==> config.mk <==
export PLATFORM = sky130hd
export DESIGN_NAME = tcb_gpio_debounce
export DESIGN_NICKNAME = d
export VERILOG_FILES = /design/src/rtl/tcb_gpio_pkg.sv /design/src/rtl/tcb_gpio_debounce_bit.sv /design/src/rtl/tcb_gpio_debounce.sv
export SDC_FILE = /design/constraint.sdc
export NUM_CORES = 1
export LEC_CHECK = 0
export CAP_MARGIN = 0
export CORE_MARGIN = 8
export CORE_UTILIZATION = 49
export DETAILED_ROUTE_END_ITERATION = 8
export GPL_ROUTABILITY_DRIVEN = 0
export PLACE_DENSITY = 0.77
export SKIP_CTS_REPAIR_TIMING = 1
export SYNTH_ARGS = -nofsm -noshare
export SYNTH_HDL_FRONTEND = slang
export SYNTH_SLANG_ARGS = --single-unit
==> constraint.sdc <==
create_clock -name clk -period 11.3 [get_ports clk]
set_clock_uncertainty 0.1 [all_clocks]
set_input_delay 2.26 -clock clk [delete_from_list [all_inputs] [get_ports clk]]
set_output_delay 2.26 -clock clk [all_outputs]
set_load 0.02 [all_outputs]
==> src/rtl/tcb_gpio_pkg.sv <==
// Shared widths and per-bit configuration type for the GPIO input-conditioning stage.
package tcb_gpio_pkg;

    localparam int unsigned GPIO_GW = 32;  // GPIO bits
    localparam int unsigned GPIO_SW = 2;   // synchroniser depth (two flops minimum)
    localparam int unsigned GPIO_PW = 16;  // prescaler counter width
    localparam int unsigned GPIO_NW = 4;   // debounce counter width

    // Per-bit interrupt enables, grouped so the top can hand one bundle to each slice.
    typedef struct packed {
        logic rie;  // interrupt on stable 0->1
        logic fie;  // interrupt on stable 1->0
    } gpio_bit_cfg_t;

endpackage

==> src/rtl/tcb_gpio_debounce_bit.sv <==
// One GPIO input slice: synchroniser, debounce counter, stable level,
// rise/fall event pulses and a sticky pending flag.
module tcb_gpio_debounce_bit
    import tcb_gpio_pkg::*;
#(
    parameter int unsigned SW = GPIO_SW,
    parameter int unsigned NW = GPIO_NW
) (
    input  logic          clk,
    input  logic          rst,
    input  logic          pad_i,
    input  logic          tick,
    input  logic [NW-1:0] cfg_thr,
    input  gpio_bit_cfg_t cfg,
    input  logic          irq_clr,
    output logic          gpio_o,
    output logic          evt_rise_o,
    output logic          evt_fall_o,
    output logic          irq_pnd_o
);

    logic [SW-1:0] sync_q, sync_d;
    logic [NW-1:0] cnt_q, cnt_d;
    logic          lvl_q, lvl_d;
    logic          rise_q, rise_d;
    logic          fall_q, fall_d;
    logic          pnd_q, pnd_d;
    logic          s;

    assign s = sync_q[SW-1];

    // Next state: shift the synchroniser, count stable ticks, commit the new level.
    always_comb begin
        // NOTE: every variable gets a default first so no path leaves it unassigned and infers a latch.
        sync_d = {sync_q[SW-2:0], pad_i};
        cnt_d  = cnt_q;
        lvl_d  = lvl_q;
        rise_d = 1'b0;
        fall_d = 1'b0;
        if (s == lvl_q) begin
            cnt_d = '0;  // input agrees with the stable level: any glitch restarts here
        end else if (tick) begin
            if (cnt_q != cfg_thr) begin
                cnt_d = cnt_q + NW'(1);
            end else begin
                lvl_d  = s;
                cnt_d  = '0;
                rise_d = s;
                fall_d = ~s;
            end
        end
        // A new enabled event outranks a clear arriving in the same cycle.
        pnd_d = (pnd_q & ~irq_clr) | (rise_q & cfg.rie) | (fall_q & cfg.fie);
    end

    // State registers, all cleared asynchronously.
    always_ff @(posedge clk or posedge rst) begin
        // NOTE: sequential state uses non-blocking assignments so every flop samples pre-edge values.
        if (rst) begin
            sync_q <= '0;
            cnt_q  <= '0;
            lvl_q  <= 1'b0;
            rise_q <= 1'b0;
            fall_q <= 1'b0;
            pnd_q  <= 1'b0;
        end else begin
            sync_q <= sync_d;
            cnt_q  <= cnt_d;
            lvl_q  <= lvl_d;
            rise_q <= rise_d;
            fall_q <= fall_d;
            pnd_q  <= pnd_d;
        end
    end

    assign gpio_o     = lvl_q;
    assign evt_rise_o = rise_q;
    assign evt_fall_o = fall_q;
    assign irq_pnd_o  = pnd_q;

endmodule

==> src/rtl/tcb_gpio_debounce.sv <==
// GPIO input conditioning: shared prescaler, GW debounce slices and the OR-ed interrupt.
module tcb_gpio_debounce
    import tcb_gpio_pkg::*;
#(
    parameter int unsigned GW = GPIO_GW,
    parameter int unsigned SW = GPIO_SW,
    parameter int unsigned PW = GPIO_PW,
    parameter int unsigned NW = GPIO_NW
) (
    input  logic          clk,
    input  logic          rst,
    input  logic [GW-1:0] pad_i,
    input  logic [PW-1:0] cfg_div,
    input  logic [NW-1:0] cfg_thr,
    input  logic [GW-1:0] cfg_rie,
    input  logic [GW-1:0] cfg_fie,
    input  logic [GW-1:0] irq_clr,
    output logic [GW-1:0] gpio_i,
    output logic [GW-1:0] evt_rise,
    output logic [GW-1:0] evt_fall,
    output logic [GW-1:0] irq_pnd,
    output logic          irq
);

    logic [PW-1:0] pre_q, pre_d;
    logic          tick;

    // Prescaler next state: tick on the terminal count, then restart from zero.
    // If cfg_div drops below the running count the compare misses and the
    // counter simply rolls over at 2^PW before lining up again.
    always_comb begin
        tick  = (pre_q == cfg_div);
        pre_d = tick ? '0 : pre_q + PW'(1);
    end

    // Prescaler register.
    always_ff @(posedge clk or posedge rst) begin
        if (rst) pre_q <= '0;
        else     pre_q <= pre_d;
    end

    gpio_bit_cfg_t [GW-1:0] bit_cfg;

    for (genvar i = 0; i < GW; i++) begin : g_bit
        assign bit_cfg[i] = '{rie: cfg_rie[i], fie: cfg_fie[i]};

        tcb_gpio_debounce_bit #(
            .SW (SW),
            .NW (NW)
        ) u_bit (
            .clk        (clk),
            .rst        (rst),
            .pad_i      (pad_i[i]),
            .tick       (tick),
            .cfg_thr    (cfg_thr),
            .cfg        (bit_cfg[i]),
            .irq_clr    (irq_clr[i]),
            .gpio_o     (gpio_i[i]),
            .evt_rise_o (evt_rise[i]),
            .evt_fall_o (evt_fall[i]),
            .irq_pnd_o  (irq_pnd[i])
        );
    end

    // OR of registered flags only, so the CPU line cannot glitch.
    assign irq = |irq_pnd;

endmodule

==> results.cfg, run 1 <==
[status]
status = finished clean

[drt]
num_vias = 11900
postRouteAntennaNets = 0
wl_per_cell_um = 16.9
viasPerCell = 5.34
wirelength_um = 37600
drt_first_pass_iters = 7
drcViolationCount = 0
drtIter0Drc = 722

[sta]
final.setup.worst_slack_ps = 5920
tightest_slew_ps = 969
relSlewSlack = 0.354
setup_viol = 0
min_period_ps = 5380
hold-worst-slack_ps = 244
setup_tns_ps = 0
max_freq_ghz = 0.186
period_share = 0.476
hold_violations = 0
rsz0062_at_grt = false
slew_viol_final = 0

[cells_and_area]
final_cell_mix = dfrtp_1 (336), clkdlybuf4s50_1 (274), xnor2_1 (166)
antenna_cells = 0
drive_gt1_frac = 0.0836
final_area_um2 = 20300
nets = 1924
final_common_cell = dfrtp_1
area_delta_synth_final_pct = 20.6

[global_route]
gr-total-overflow = 0
grt_pass1_vias = 12500
grt_max_degree = 173
grt_usage = 0.183
grt_first_pass_wirelength_um = 62800
antenna_found_initial = 0

[clocking]
cts.sinks = 336
cts_tree = built
clk_path_buf_depth = 3
cts_buffers = 37
cts-root-buf = clkbuf_16
cts_max_level = 2
clk_pin_slew_ps = 60
clock_latency_ps = 510

[synth]
synth-seq-cells = 336
ys_seq_area_frac = 0.499
yosysUniqueCellTypes = 34
yosysWarnings = 0
synth_edf_count = 0
async_flop_share = 1.00
synth_area_per_cell_um2 = 10.6
synthesis.nets = 1773
synth-main-ff-cell = dfrtp_1
synthCells = 1590
synth_area_um2 = 16800

[power_and_ir_drop]
max-vdd-ir-drop_uv = 114
powerDensity_nw_per_um2 = 128
power.total_w = 0.00260
p_leak_nw = 8.18

[place]
dp_hpwl_um = 25700
pre_cts_ws_ps = 5840
io_buffers = 278
placedInstanceArea_um2 = 19100

[die]
rows = 68
core_um2 = 34200
dieArea_um2 = 40600
die_w_um = 201
start_util = 0.493
ios = 279
die_y_um = 201

[setup_path]
endpoint_kind = primary output
crit_required_ps = 8940
crit_fanout = 3
start_kind = flop
path_class = flop to primary output
worstPathArrival_ps = 3020

[worst_hold_path]
hp-class = flop to flop

[job]
maxCapViolations = 0
## flip-flops by register name (all words and copies together), names as in the netlist
| name | count |
|---|---|
| g_bit.u_bit.sync_q | 64 |
| g_bit.u_bit.evt_rise_o | 32 |
| g_bit.u_bit.gpio_o | 32 |
| g_bit.u_bit.irq_pnd_o | 32 |
| g_bit.u_bit.cnt_q | 128 |
| g_bit.u_bit.evt_fall_o | 32 |
| pre_q | 16 |
## stage by stage
step / util / std cells
3_5_place_dp: 0.557 / 2157
6_report: 0.594 / 2225
4_1_cts: 0.594 / 2225
3_3_place_gp: 0.557 / 2157
5_1_grt: 0.594 / 2225
2_1_floorplan: - / 1590
## routing by layer
metal / wire (um) / up-vias / global-route usage
met5: 0 / - / 0
met1: 16700 / 5824 / 0.239
met3: 2170 / 68 / 0.0417
met4: 1040 / 0 / 0.0616
met2: 17700 / 314 / 0.297
li1: - / 5669 / -
## power breakdown
group,switching (W),total (W),leakage (nW),internal [W]
clock,0.000474,0.00120,0.612,0.000727
combinational,0.0000776,0.000158,3.03,0.0000805
sequential,0.0000229,0.00124,4.53,0.00122
## layout make-up
type | instances | area [um^2]
clock buffers | 53 | 1100
well taps | 455 | 569
clock inverters | 15 | 145
fillers | 2796 | 13900
repair buffers | 288 | 2850
flip-flops and latches | 336 | 8410
multi-input cells | 1029 | 7050
inverters | 49 | 188
## synth_stat cells (all sizes together), types with 16 or more instances
master / n / area share
a21oi: 114 / 0.034
a22oi: 32 / 0.014
and2: 33 / 0.012
buf: 160 / 0.068
clkbuf: 16 / 0.0036
dfrtp: 336 / 0.50
ha: 33 / 0.025
inv: 49 / 0.011
mux2: 32 / 0.029
nand2: 83 / 0.018
nand3: 117 / 0.035
nand3b: 17 / 0.0076
nand4: 38 / 0.015
nand4b: 17 / 0.0088
nor2: 51 / 0.011
nor2b: 17 / 0.0063
nor3b: 64 / 0.029
o21ai: 82 / 0.024
or2: 34 / 0.017
or3: 16 / 0.0059
xnor2: 166 / 0.086
xor2: 38 / 0.020
## worst max-delay path: stages, from the launching register on
cell	delay [ps]
dfrtp_1	400
nor4_1	640
nand4_1	490
or2_2	420
clkdlybuf4s50_1	550
## final timing paths
| kind | depth (start not counted) | slack (ps) | to | start |
|---|---|---|---|---|
| worst min register to register | 0 | 240 | g_bit[24].u_bit.sync_q[1] | g_bit[24].u_bit.sync_q[0] |
| min in group asynchronous | 2 | 2090 | g_bit[19].u_bit.cnt_q[0] | rst |
| max in group asynchronous | 3 | 7660 | g_bit[12].u_bit.cnt_q[1] | rst |
| worst max-delay path | 4 | 5920 | irq | g_bit[14].u_bit.irq_pnd_o |
| worst max register to register | 6 | 8060 | g_bit[28].u_bit.cnt_q[0] | pre_q[7] |
| worst min-delay path | 0 | 240 | g_bit[24].u_bit.sync_q[1] | g_bit[24].u_bit.sync_q[0] |
## kinds of logic (layout without fill, tap and decap cells)
group,after synthesis,in the layout,share of synthesized area
and+or+nand+nor,502,502,0.174
DFF,336,336,0.499
AOI/OAI and AO/OA,258,258,0.0848
buffers and inverters,225,405,0.0826
xor gates and xnor gates,204,204,0.106
adders and majority gates,33,33,0.0245
muxes,32,32,0.0285
Power figures use the tool's default switching activity.
==> run 2: changes to the inputs <==
- clock period: 11.3 -> 4.9 ns (I/O delays scaled with it)
==> results.cfg, run 2 (synthesis gave the netlist of run 1 again) <==
[status]
status = finished clean

[place]
placed_cells = 2164
dp_hpwl_um = 27100
placedInstanceArea_um2 = 19200
io_buffers = 278
pre_cts_ws_ps = 1290

[global_route]
gr-total-overflow = 0
antenna_found_initial = 1
grt_max_degree = 81
grt_first_pass_wirelength_um = 64200
grt_usage = 0.189
grt_pass1_vias = 12600

[worst_hold_path]
hp-class = flop to flop

[setup_path]
worstPathArrival_ps = 2890
r2r_setup_slack_ps = 2220
reg2reg_depth = 6
worstSetupStartpoint = g_bit[16].u_bit.irq_pnd_o
path_class = flop to primary output
endpoint = irq
worstReg2RegEnd = g_bit[8].u_bit.gpio_o
start_kind = flop
crit_fanout = 3
rr_startpoint = pre_q[7]
endpoint_kind = primary output
crit_required_ps = 3820

[drt]
num_vias = 12000
viasPerCell = 5.37
drcViolationCount = 0
wl_per_cell_um = 17.5
wirelength_um = 39000
postRouteAntennaNets = 0
drt_first_pass_iters = 4
drtIter0Drc = 569

[sta]
relSlewSlack = 0.321
period_share = 0.809
rsz0062_at_grt = false
slew_viol_final = 0
setup_viol = 0
max_freq_ghz = 0.252
tightest_slew_ps = 1020
min_period_ps = 3970
setup_tns_ps = 0
hold_violations = 0
final.setup.worst_slack_ps = 934

[die]
rows = 68
start_util = 0.493
ios = 279
dieArea_um2 = 40600
die_w_um = 201
die_y_um = 201
core_um2 = 34200

[cells_and_area]
antenna_cells = 0
regMostFlops = g_bit.u_bit.cnt_q
nets = 1932
top_regs = g_bit.u_bit.cnt_q: 128 flops, g_bit.u_bit.sync_q: 64 flops
ff_latch_area_um2 = 8410
final_cell_mix = dfrtp_1 (336), clkdlybuf4s50_1 (274), xnor2_1 (166)
final_area_um2 = 20400
fillers = 2814
final_common_cell = dfrtp_1
drive_gt1_frac = 0.0840
area_delta_synth_final_pct = 21.1
largest_register_ffs = 128
multi_input_area_um2 = 7050
final_cells = 2229

[clocking]
cts-root-buf = clkbuf_16
cts_tree = built
clk_path_buf_depth = 3
cts_buffers = 38
cts.sinks = 336
clock_latency_ps = 520
clk_pin_slew_ps = 60
cts_max_level = 2

[power_and_ir_drop]
max-vdd-ir-drop_uv = 234
p_leak_nw = 8.22
powerDensity_nw_per_um2 = 294

[job]
maxCapViolations = 0
## run 2: worst min-delay path by stage
stage	start	endpoint	slack [ps]	cells past startpoint
finish	g_bit[11].u_bit.sync_q[0]	g_bit[11].u_bit.sync_q[1]	240	0
global route	g_bit[17].u_bit.sync_q[0]	g_bit[17].u_bit.sync_q[1]	250	0
CTS	g_bit[6].u_bit.sync_q[0]	g_bit[6].u_bit.sync_q[1]	250	0
detailed placement	g_bit[11].u_bit.sync_q[0]	g_bit[11].u_bit.sync_q[1]	230	0
global placement	g_bit[17].u_bit.sync_q[0]	g_bit[17].u_bit.sync_q[1]	230	0
floorplan	g_bit[0].u_bit.sync_q[0]	g_bit[0].u_bit.sync_q[1]	230	0
## run 2: worst max-delay path, stage by stage (launching register included)
cell and delay [ps]:
dfrtp_1 400, nor4_1 600, nand4_1 420, or2_2 400
clkdlybuf4s50_1 540
## run 2: layer usage
metal / wire (um) / track usage / vias to the layer above
met5: 10 / 0 / -
met2: 18300 / 0.304 / 321
met4: 975 / 0.0595 / 2
met3: 2340 / 0.0455 / 63
li1: - / - / 5683
met1: 17300 / 0.249 / 5894
## run 2: stage by stage
stage                     power (W)  hold WS [ps]   util
after global routing        0.00623           250  0.597
after global placement      0.00329           233  0.561
after floorplan             0.00311           231      -
after CTS                   0.00608           245  0.597
after detailed placement    0.00330           235  0.561
final                       0.00600           245  0.597
## run 2: where the power goes
| group | internal (W) | switching [W] | total (W) |
|---|---|---|---|
| clock network | 0.00165 | 0.00110 | 0.00275 |
| registers | 0.00282 | 0.0000517 | 0.00287 |
| logic | 0.000194 | 0.000182 | 0.000376 |
| total | 0.00467 | 0.00133 | 0.00600 |
## run 2: layout make-up
cell class | count | area share
Clock buffer | 55 | 0.0537
Clock inverter | 10 | 0.00521
Inverter | 49 | 0.00920
Multi-Input combinational cell | 1029 | 0.345
Sequential cell | 336 | 0.412
Tap cell | 455 | 0.0279
Timing Repair Buffer | 295 | 0.147
